### src/rtl/el2_trace_buf.sv
// el2_trace_buf: compacts up to CHANNELS retire trace records per cycle into a DEPTH-entry FIFO and drains one per cycle.
// Latency: a record pushed in cycle N is at the head in N+1 (first-word-fall-through, no bypass into an empty FIFO).
// Backpressure: pushes are all-or-nothing against start-of-cycle occupancy; rejected records are counted and the next stored record is flagged.
//
// Ports:
//   clk, rst_l                    clock, asynchronous active-low reset
//   trace_en, flush               capture enable, synchronous clear (wins over push and pop)
//   in_valid/insn/addr/exc/ecause/intr/tval   per-lane records, lane i in slice i
//   out_valid/out_ready           head handshake
//   out_insn/addr/tval/exc/intr/ecause/ovf    head fields, zero while out_valid=0
//   count, drop_cnt               occupancy and saturating drop counter
// Build option: define EL2_TRACE_TVAL_EN to store and present tval; otherwise out_tval is tied to 0.
module el2_trace_buf #(
  parameter int CHANNELS = 2,
  parameter int DEPTH    = 8,
  parameter int CW       = $clog2(DEPTH + 1)
) (
  input  logic                  clk,
  input  logic                  rst_l,
  input  logic                  trace_en,
  input  logic                  flush,
  input  logic [CHANNELS-1:0]   in_valid,
  input  logic [32*CHANNELS-1:0] in_insn,
  input  logic [32*CHANNELS-1:0] in_addr,
  input  logic [CHANNELS-1:0]   in_exc,
  input  logic [5*CHANNELS-1:0] in_ecause,
  input  logic [CHANNELS-1:0]   in_intr,
  input  logic [32*CHANNELS-1:0] in_tval,
  output logic                  out_valid,
  input  logic                  out_ready,
  output logic [31:0]           out_insn,
  output logic [31:0]           out_addr,
  output logic [31:0]           out_tval,
  output logic                  out_exc,
  output logic                  out_intr,
  output logic [4:0]            out_ecause,
  output logic                  out_ovf,
  output logic [CW-1:0]         count,
  output logic [15:0]           drop_cnt
);

  localparam int PW = (DEPTH > 1) ? $clog2(DEPTH) : 1;
  localparam int NW = $clog2(CHANNELS + 1);

  typedef struct packed {
`ifdef EL2_TRACE_TVAL_EN
    logic [31:0] tval;
`endif
    logic [31:0] insn;
    logic [31:0] addr;
    logic        exc;
    logic [4:0]  ecause;
    logic        intr;
    logic        ovf;
  } entry_t;

  entry_t        mem [DEPTH];
  entry_t        lane_rec [CHANNELS];
  logic [NW-1:0] lane_off [CHANNELS];
  logic [NW-1:0] n;
  logic [PW-1:0] wr_ptr;
  logic [PW-1:0] rd_ptr;
  logic          ovf_pend;
  logic          accept;
  logic          reject;
  logic          pop;
  logic [31:0]   occ_sum;
  logic [31:0]   count_nxt;
  logic [16:0]   drop_sum;
  entry_t        head;

  // DEPTH is a power of two, so masking is the modulo; DEPTH=1 collapses to slot 0.
  function automatic logic [PW-1:0] slot(input logic [PW-1:0] base, input logic [31:0] off);
    logic [31:0] s;
    s = (32'(base) + off) & 32'(DEPTH - 1);
    return s[PW-1:0];
  endfunction

  // Each valid lane lands at wr_ptr plus the number of valid lanes below it,
  // which packs the records without gaps in ascending lane order.
  always_comb begin
    n = '0;
    for (int i = 0; i < CHANNELS; i++) begin
      lane_off[i] = n;
      if (trace_en && in_valid[i]) n = n + NW'(1);
    end
  end

  always_comb begin
    for (int i = 0; i < CHANNELS; i++) begin
      lane_rec[i]        = '0;
`ifdef EL2_TRACE_TVAL_EN
      lane_rec[i].tval   = in_tval[32*i +: 32];
`endif
      lane_rec[i].insn   = in_insn[32*i +: 32];
      lane_rec[i].addr   = in_addr[32*i +: 32];
      lane_rec[i].exc    = in_exc[i];
      lane_rec[i].ecause = in_ecause[5*i +: 5];
      lane_rec[i].intr   = in_intr[i];
      // Only the first record of the push carries the loss marker.
      lane_rec[i].ovf    = ovf_pend && (lane_off[i] == '0);
    end
  end

`ifndef EL2_TRACE_TVAL_EN
  logic unused_tval;
  assign unused_tval = ^in_tval;
`endif

  // Space is judged on the registered count only; a same-cycle pop does not make room.
  assign occ_sum   = 32'(count) + 32'(n);
  assign accept    = !flush && (n != '0) && (occ_sum <= 32'(DEPTH));
  assign reject    = !flush && (n != '0) && (occ_sum >  32'(DEPTH));
  assign out_valid = (count != '0);
  assign pop       = out_valid && out_ready;
  assign count_nxt = 32'(count) + (accept ? 32'(n) : 32'd0) - (pop ? 32'd1 : 32'd0);
  assign drop_sum  = {1'b0, drop_cnt} + 17'(n);

  // Storage holds no reset; validity is tracked entirely by the pointers and count.
  always_ff @(posedge clk) begin
    if (accept) begin
      for (int i = 0; i < CHANNELS; i++) begin
        if (in_valid[i]) mem[slot(wr_ptr, 32'(lane_off[i]))] <= lane_rec[i];
      end
    end
  end

  always_ff @(posedge clk or negedge rst_l) begin
    if (!rst_l) begin
      wr_ptr   <= '0;
      rd_ptr   <= '0;
      count    <= '0;
      ovf_pend <= 1'b0;
      drop_cnt <= '0;
    end else if (flush) begin
      wr_ptr   <= '0;
      rd_ptr   <= '0;
      count    <= '0;
      ovf_pend <= 1'b0;
      drop_cnt <= '0;
    end else begin
      if (accept) wr_ptr <= slot(wr_ptr, 32'(n));
      if (pop)    rd_ptr <= slot(rd_ptr, 32'd1);
      count <= count_nxt[CW-1:0];
      if (reject) begin
        ovf_pend <= 1'b1;
        drop_cnt <= drop_sum[16] ? 16'hFFFF : drop_sum[15:0];
      end else if (accept) begin
        ovf_pend <= 1'b0;
      end
    end
  end

  assign head       = mem[rd_ptr];
  assign out_insn   = out_valid ? head.insn   : '0;
  assign out_addr   = out_valid ? head.addr   : '0;
  assign out_exc    = out_valid ? head.exc    : 1'b0;
  assign out_intr   = out_valid ? head.intr   : 1'b0;
  assign out_ecause = out_valid ? head.ecause : '0;
  assign out_ovf    = out_valid ? head.ovf    : 1'b0;
`ifdef EL2_TRACE_TVAL_EN
  assign out_tval   = out_valid ? head.tval   : '0;
`else
  assign out_tval   = '0;
`endif

endmodule

### config.mk
export PLATFORM = sky130hd
export DESIGN_NAME = el2_trace_buf
export DESIGN_NICKNAME = d
export VERILOG_FILES = /design/src/rtl/el2_trace_buf.sv
export SDC_FILE = /design/constraint.sdc
export NUM_CORES = 1
export LEC_CHECK = 0
export CORE_MARGIN = 2
export CORE_UTILIZATION = 34
export CTS_CLUSTER_SIZE = 40
export DETAILED_ROUTE_END_ITERATION = 6
export SYNTH_ARGS = -nofsm -noshare
export SYNTH_HDL_FRONTEND = slang
export SYNTH_SLANG_ARGS = --single-unit
### constraint.sdc
create_clock -name clk -period 13.8 [get_ports clk]
set_input_delay 2.76 -clock clk [delete_from_list [all_inputs] [get_ports clk]]
set_output_delay 2.76 -clock clk [all_outputs]
set_load 0.1 [all_outputs]
---- Yosys cells after proc, flatten, opt, wreduce, memory -nomap -nowiden ----
Memory sizes are Yosys's and may differ from the RTL's.
Cells that the tools add are included.
operators by class
  add/sub/neg operators ................... 8
  reduce and logical (&&, ||, !) cells .... 15
  muxes and demuxes ....................... 27
  magnitude comparators ................... 2
operators with widths
  cell                 number
  $mux 32              2
  $mux 16              3
  $add 16x2->17        1
  $mux 1               14
  $mux 3               4
  $reduce_bool 2->1    4
  $logic_and 1x1->1    7
  $add 4x2->5          1
  $gt 5x4->1 const B   1
  $le 5x4->1 const B   1
  $mux 5               1
  $add 4x2->4          1
  $mux 2               2
  $mux 4               1
  $reduce_bool 4->1    1
  $sub 4x1->4          1
  $add 3x1->3          1
  $add 3x1->3 const B  1
  $add 3x2->3          1
  $reduce_bool 3->1    1
  $add 2x1->2 const B  1
  $logic_not 2->1      1
  $logic_not 1->1      1
storage, ports and cells
  memories kept ........................... 1
  input port bits ......................... 213
  memory bits (writable) .................. 576
  logic and storage cells ................. 58
  bits in registers ....................... 27
memories
  name  words  width  read ports  clocked after Yosys merged registers in  wr ports  RTL line  source
  mem   8      72     1           0                                        2         57        entry_t mem [DEPTH];

---- Depth between registers and ports, before layout ----
  depth after elaboration ................. 11
  gate-level depth with buffers ........... 20
  gate-level depth less buffers ........... 18

---- Worst setup path after synthesis ----
OpenSTA, ideal clock, no wires.
  kind .................................... in2reg
  from .................................... input port trace_en
  to ...................................... memory mem[1][0] in the netlist's numbering, enable pin
  required time ........................... 13.101 ns
  slack ................................... 1.057 ns
  stages on the path ...................... 14
  path buffers ............................ 3
  arrival ................................. 12.044 ns
  cells stage by stage .................... nand2_1 > inv_1 > ha_1 > buf_2 > xor2_1 > ha_1 > a21oi_2 > xnor2_1 > or3_1 > o21ai_2 > nand2_2 > clkbuf_1 > buf_2 > o41ai_1
RTL lines
  element          RTL line  source
  start, declared  20        input logic trace_en,
  end, declared    57

---- Worst setup path after layout ----
  from .................................... register rd_ptr[0]
  to ...................................... output port out_addr[10]
on the way
  cells in the longest elaborated chain, start to end .. 2
RTL lines
  element                 RTL line  source
  start, declared         62        logic [PW-1:0] rd_ptr;
  start signal, assigned  143       if (pop) rd_ptr <= slot(rd_ptr, 32'd1);
  $mem_v2 8x72            n/a
  $mux 32                 156       assign out_addr = out_valid ? head.addr : '0;
  end, declared           32        output logic [31:0] out_addr,
No other way between the ends.

==> results.yml <==
global_routing:
  grt_max_degree: 73
  grt_pass1_vias: 19260
  use_met1_pct: 22.18
  grt_use_total_pct: 17.81
  use_met2_pct: 31.54
  overflow: 0
  grt_util_met3_pct: 2.935
  antenna_found_initial: 12
  grt_pass1_wl_um: 127900
  grt_busiest_layer: "met2"
route:
  post-route-drc-count: 0
  wire_per_inst_um: 25.92
  antenna_left: 0
  drt-initial-drc-count: 1200
  vias: 17780
  vias_per_cell: 5.278
  dr.pass1.iters: 5
  drt-total-wl_um: 87340
floorplan:
  die_h_um: 311.5
  fp.coreArea_um2: 93470
  ioPinCount: 338
  die_x_um: 311.5
  initial_core_util_pct: 34.39
  dieArea_um2: 97020
  fp-row-count: 112
worst_setup_path:
  crit_top_cell: "buf_4"
  worstPathArrival_ns: 5.13
  cp-end-kind: "output pin"
  max_stage_delay_ns: 1.00
  critPathMaxFanout: 38
  slowest_stage: "clkdlybuf4s50_1"
  crit-reg2reg-launch: "count[0]"
  critPathKind: "reg2out"
  cp-startpoint: "rd_ptr[0]"
  cp.required_ns: 11.04
  crit_family: "buffers and inverters"
  path_cells: "buf_4 -> buf_4 -> mux4_2 -> mux2i_1 -> nor2_1 -> clkdlybuf4s50_1"
  crit_buf_inv: 3
  startpoint_type: "flip-flop"
timing:
  fmax_ghz: 0.1268
  finClkSkew_ns: 0.03673
  hold_viol: 0
  finalCritPeriodShare_pct: 57.16
  rsz0062_at_grt: "false"
  fin_setup_tns_ns: 0
  period_minus_slack_ns: 7.888
  postLayoutSetupSlackWorst_ns: 5.912
  worst_pin_slew_ns: 1.167
  setup_viol: 0
  drv_slew: 0
  slew_headroom_pct: 22.21
synthesis:
  synthSimpleGateAreaFrac_pct: 2.585
  synth_area_leaders: "edfxtp_1 54%, mux2_4 13%, mux4_2 10%"
  synth-adder-area-share_pct: 0.8018
  avgSynthCellArea_um2: 17.58
  ys_ff_latch: 603
  synth_cells: 1828
  synth-xor-area-share_pct: 0.2725
  async_flop_share_pct: 4.478
  yosysTopAreaCellShare_pct: 53.81
  yosysSeqAreaShare_pct: 55.91
  post_synth_instance_area_um2: 32140
  synth_top_family_by_area: "multiplexers"
  synthFlopType: "edfxtp_1"
  yosys.cell_types.count: 54
  synthMuxAreaShare_pct: 35.51
  synth_warnings: 0
  synth_top_cell_by_area: "edfxtp_1"
  synth-compound-area-share_pct: 1.397
  synth_edf_count: 576
clock_tree:
  cts_tree: "built"
  clkSlewWorstSetupHoldPaths_ns: 0.06
  cts_inserted_buffers: 70
  cts-resized-gates: 0
  clock_path_buffers: 3
  cts_root_buffer: "clkbuf_16"
  clock-sinks: 603
  cts_setup_buffers: 0
  clkLatencyLatePin_ns: 0.62
  cts_hold_buffers: 0
  h-tree-depth: 3
job:
  drv_cap: 0
final_layout:
  fin_nets: 2283
  final_cell_area_um2: 37720
  area_delta_synth_final_pct: 17.34
  drive_gt1_share_pct: 36.57
status:
  status: "completed"
power_and_ir_drop:
  pwr_density_cell_nw_per_um2: 169.9
  finalPower_mw: 6.408
  peakVddDrop_uv: 191.4
  p_leak_nw: 13.31
place:
  gp_congestion: 0.7479
  place_hpwl_um: 46630
  place.port_buffers: 241
  place_ws_ns: 5.807
  place_area_um2: 35580
min_path:
  worstHoldStart: "drop_cnt[13]"
  hold_class: "reg2reg"
-- per-layer routing --
metal / wire length (um) / part of all wire (%) / vias to the layer above
li1: - / - / 7733
met1: 35810 / 41 / 9429
met2: 45400 / 52 / 488
met3: 4189 / 4.8 / 127
met4: 1906 / 2.2 / 6
met5: 37 / 0.042 / -
-- final cells by class --
cell class / instances / area (um2)
inverters: 15 / 56.30
clock inverters: 30 / 181.4
fillers: 8500 / 55750
diodes: 12 / 30.03
multi-input cells: 1084 / 13290
repair buffers: 276 / 2675
well taps: 1254 / 1569
clock buffers: 95 / 1929
flip-flops and latches: 603 / 17980
-- worst paths after layout --
path                           endpoint  slack (ns)  cells after the start
hold / removal             drop_cnt[13]        0.56                      1
hold reg to reg            drop_cnt[13]        0.56                      1
setup reg to reg             mem[2][71]        9.22                      8
setup / recovery           out_addr[10]        5.91                      6
min in group asynchronous      count[0]        2.53                      2
max in group asynchronous     rd_ptr[2]       10.96                      2
-- placed cells by master (no fill, tap or decap), drive strengths merged, types with 4 or more instances in the layout --
cell	netlist	final
o31a	8	8
a211oi	5	5
nor2	90	90
diode	0	12
clkbuf	38	95
or3	6	6
a21oi	9	9
a41oi	6	6
nand4	5	5
o31ai	6	6
mux2i	74	74
clkdlybuf4s50	0	241
edfxtp	576	576
dfrtp	27	27
ha	19	19
buf	119	35
o41ai	5	5
mux4	144	144
inv	15	21
xnor2	5	5
nor2b	4	4
and2	6	6
mux2	568	568
clkinv	0	23
nand3	11	11
nand2	28	28
conb	1	32
xor2	5	5
o21ai	8	8
nor3	10	10
-- synthesized netlist by cell type (10+ instances only) --
| master | number |
|---|---|
| mux2_1 | 94 |
| nor2_1 | 90 |
| inv_1 | 14 |
| nand2_1 | 27 |
| mux4_2 | 144 |
| buf_2 | 10 |
| mux2i_1 | 74 |
| ha_1 | 19 |
| mux2_2 | 198 |
| clkbuf_1 | 38 |
| buf_1 | 16 |
| edfxtp_1 | 576 |
| buf_4 | 61 |
| nor3_1 | 10 |
| buf_6 | 32 |
| mux2_4 | 276 |
| dfrtp_1 | 27 |
-- state kept, by name, summed over array words and instances, names as in the netlist --
name	count
drop_cnt	16
mem	576
ovf_pend	1
rd_ptr	3
count	4
wr_ptr	3
-- cell families after synthesis --
group,after synthesis
AO/OA/AOI/OAI,61
XOR/XNOR,10
adder cells (fa/ha/maj),20
buffers and inverters,172
flip-flops,603
multiplexers,786
other,1
AND/OR/NAND/NOR,175
-- metrics by stage --
stage | utilization, % | hold WS, ns | std cells
3_5_place_dp | 38.06 | 0.5315 | 3232
3_3_place_gp | 38.06 | 0.5103 | 3232
4_1_cts | 40.32 | 0.5392 | 3357
6_report | 40.35 | 0.5595 | 3369
5_1_grt | 40.34 | 0.5765 | 3366
2_1_floorplan | - | 0.5426 | 1859
-- report_power, final --
part / internal (mW) / total, mW / switching, mW
combinational: 0.773 / 2.51 / 1.74
clock: 0.999 / 1.74 / 0.743
sequential: 2.08 / 2.15 / 0.0692
total: 3.86 / 6.41 / 2.55
Note: power is estimated with default switching activity, not from simulation.
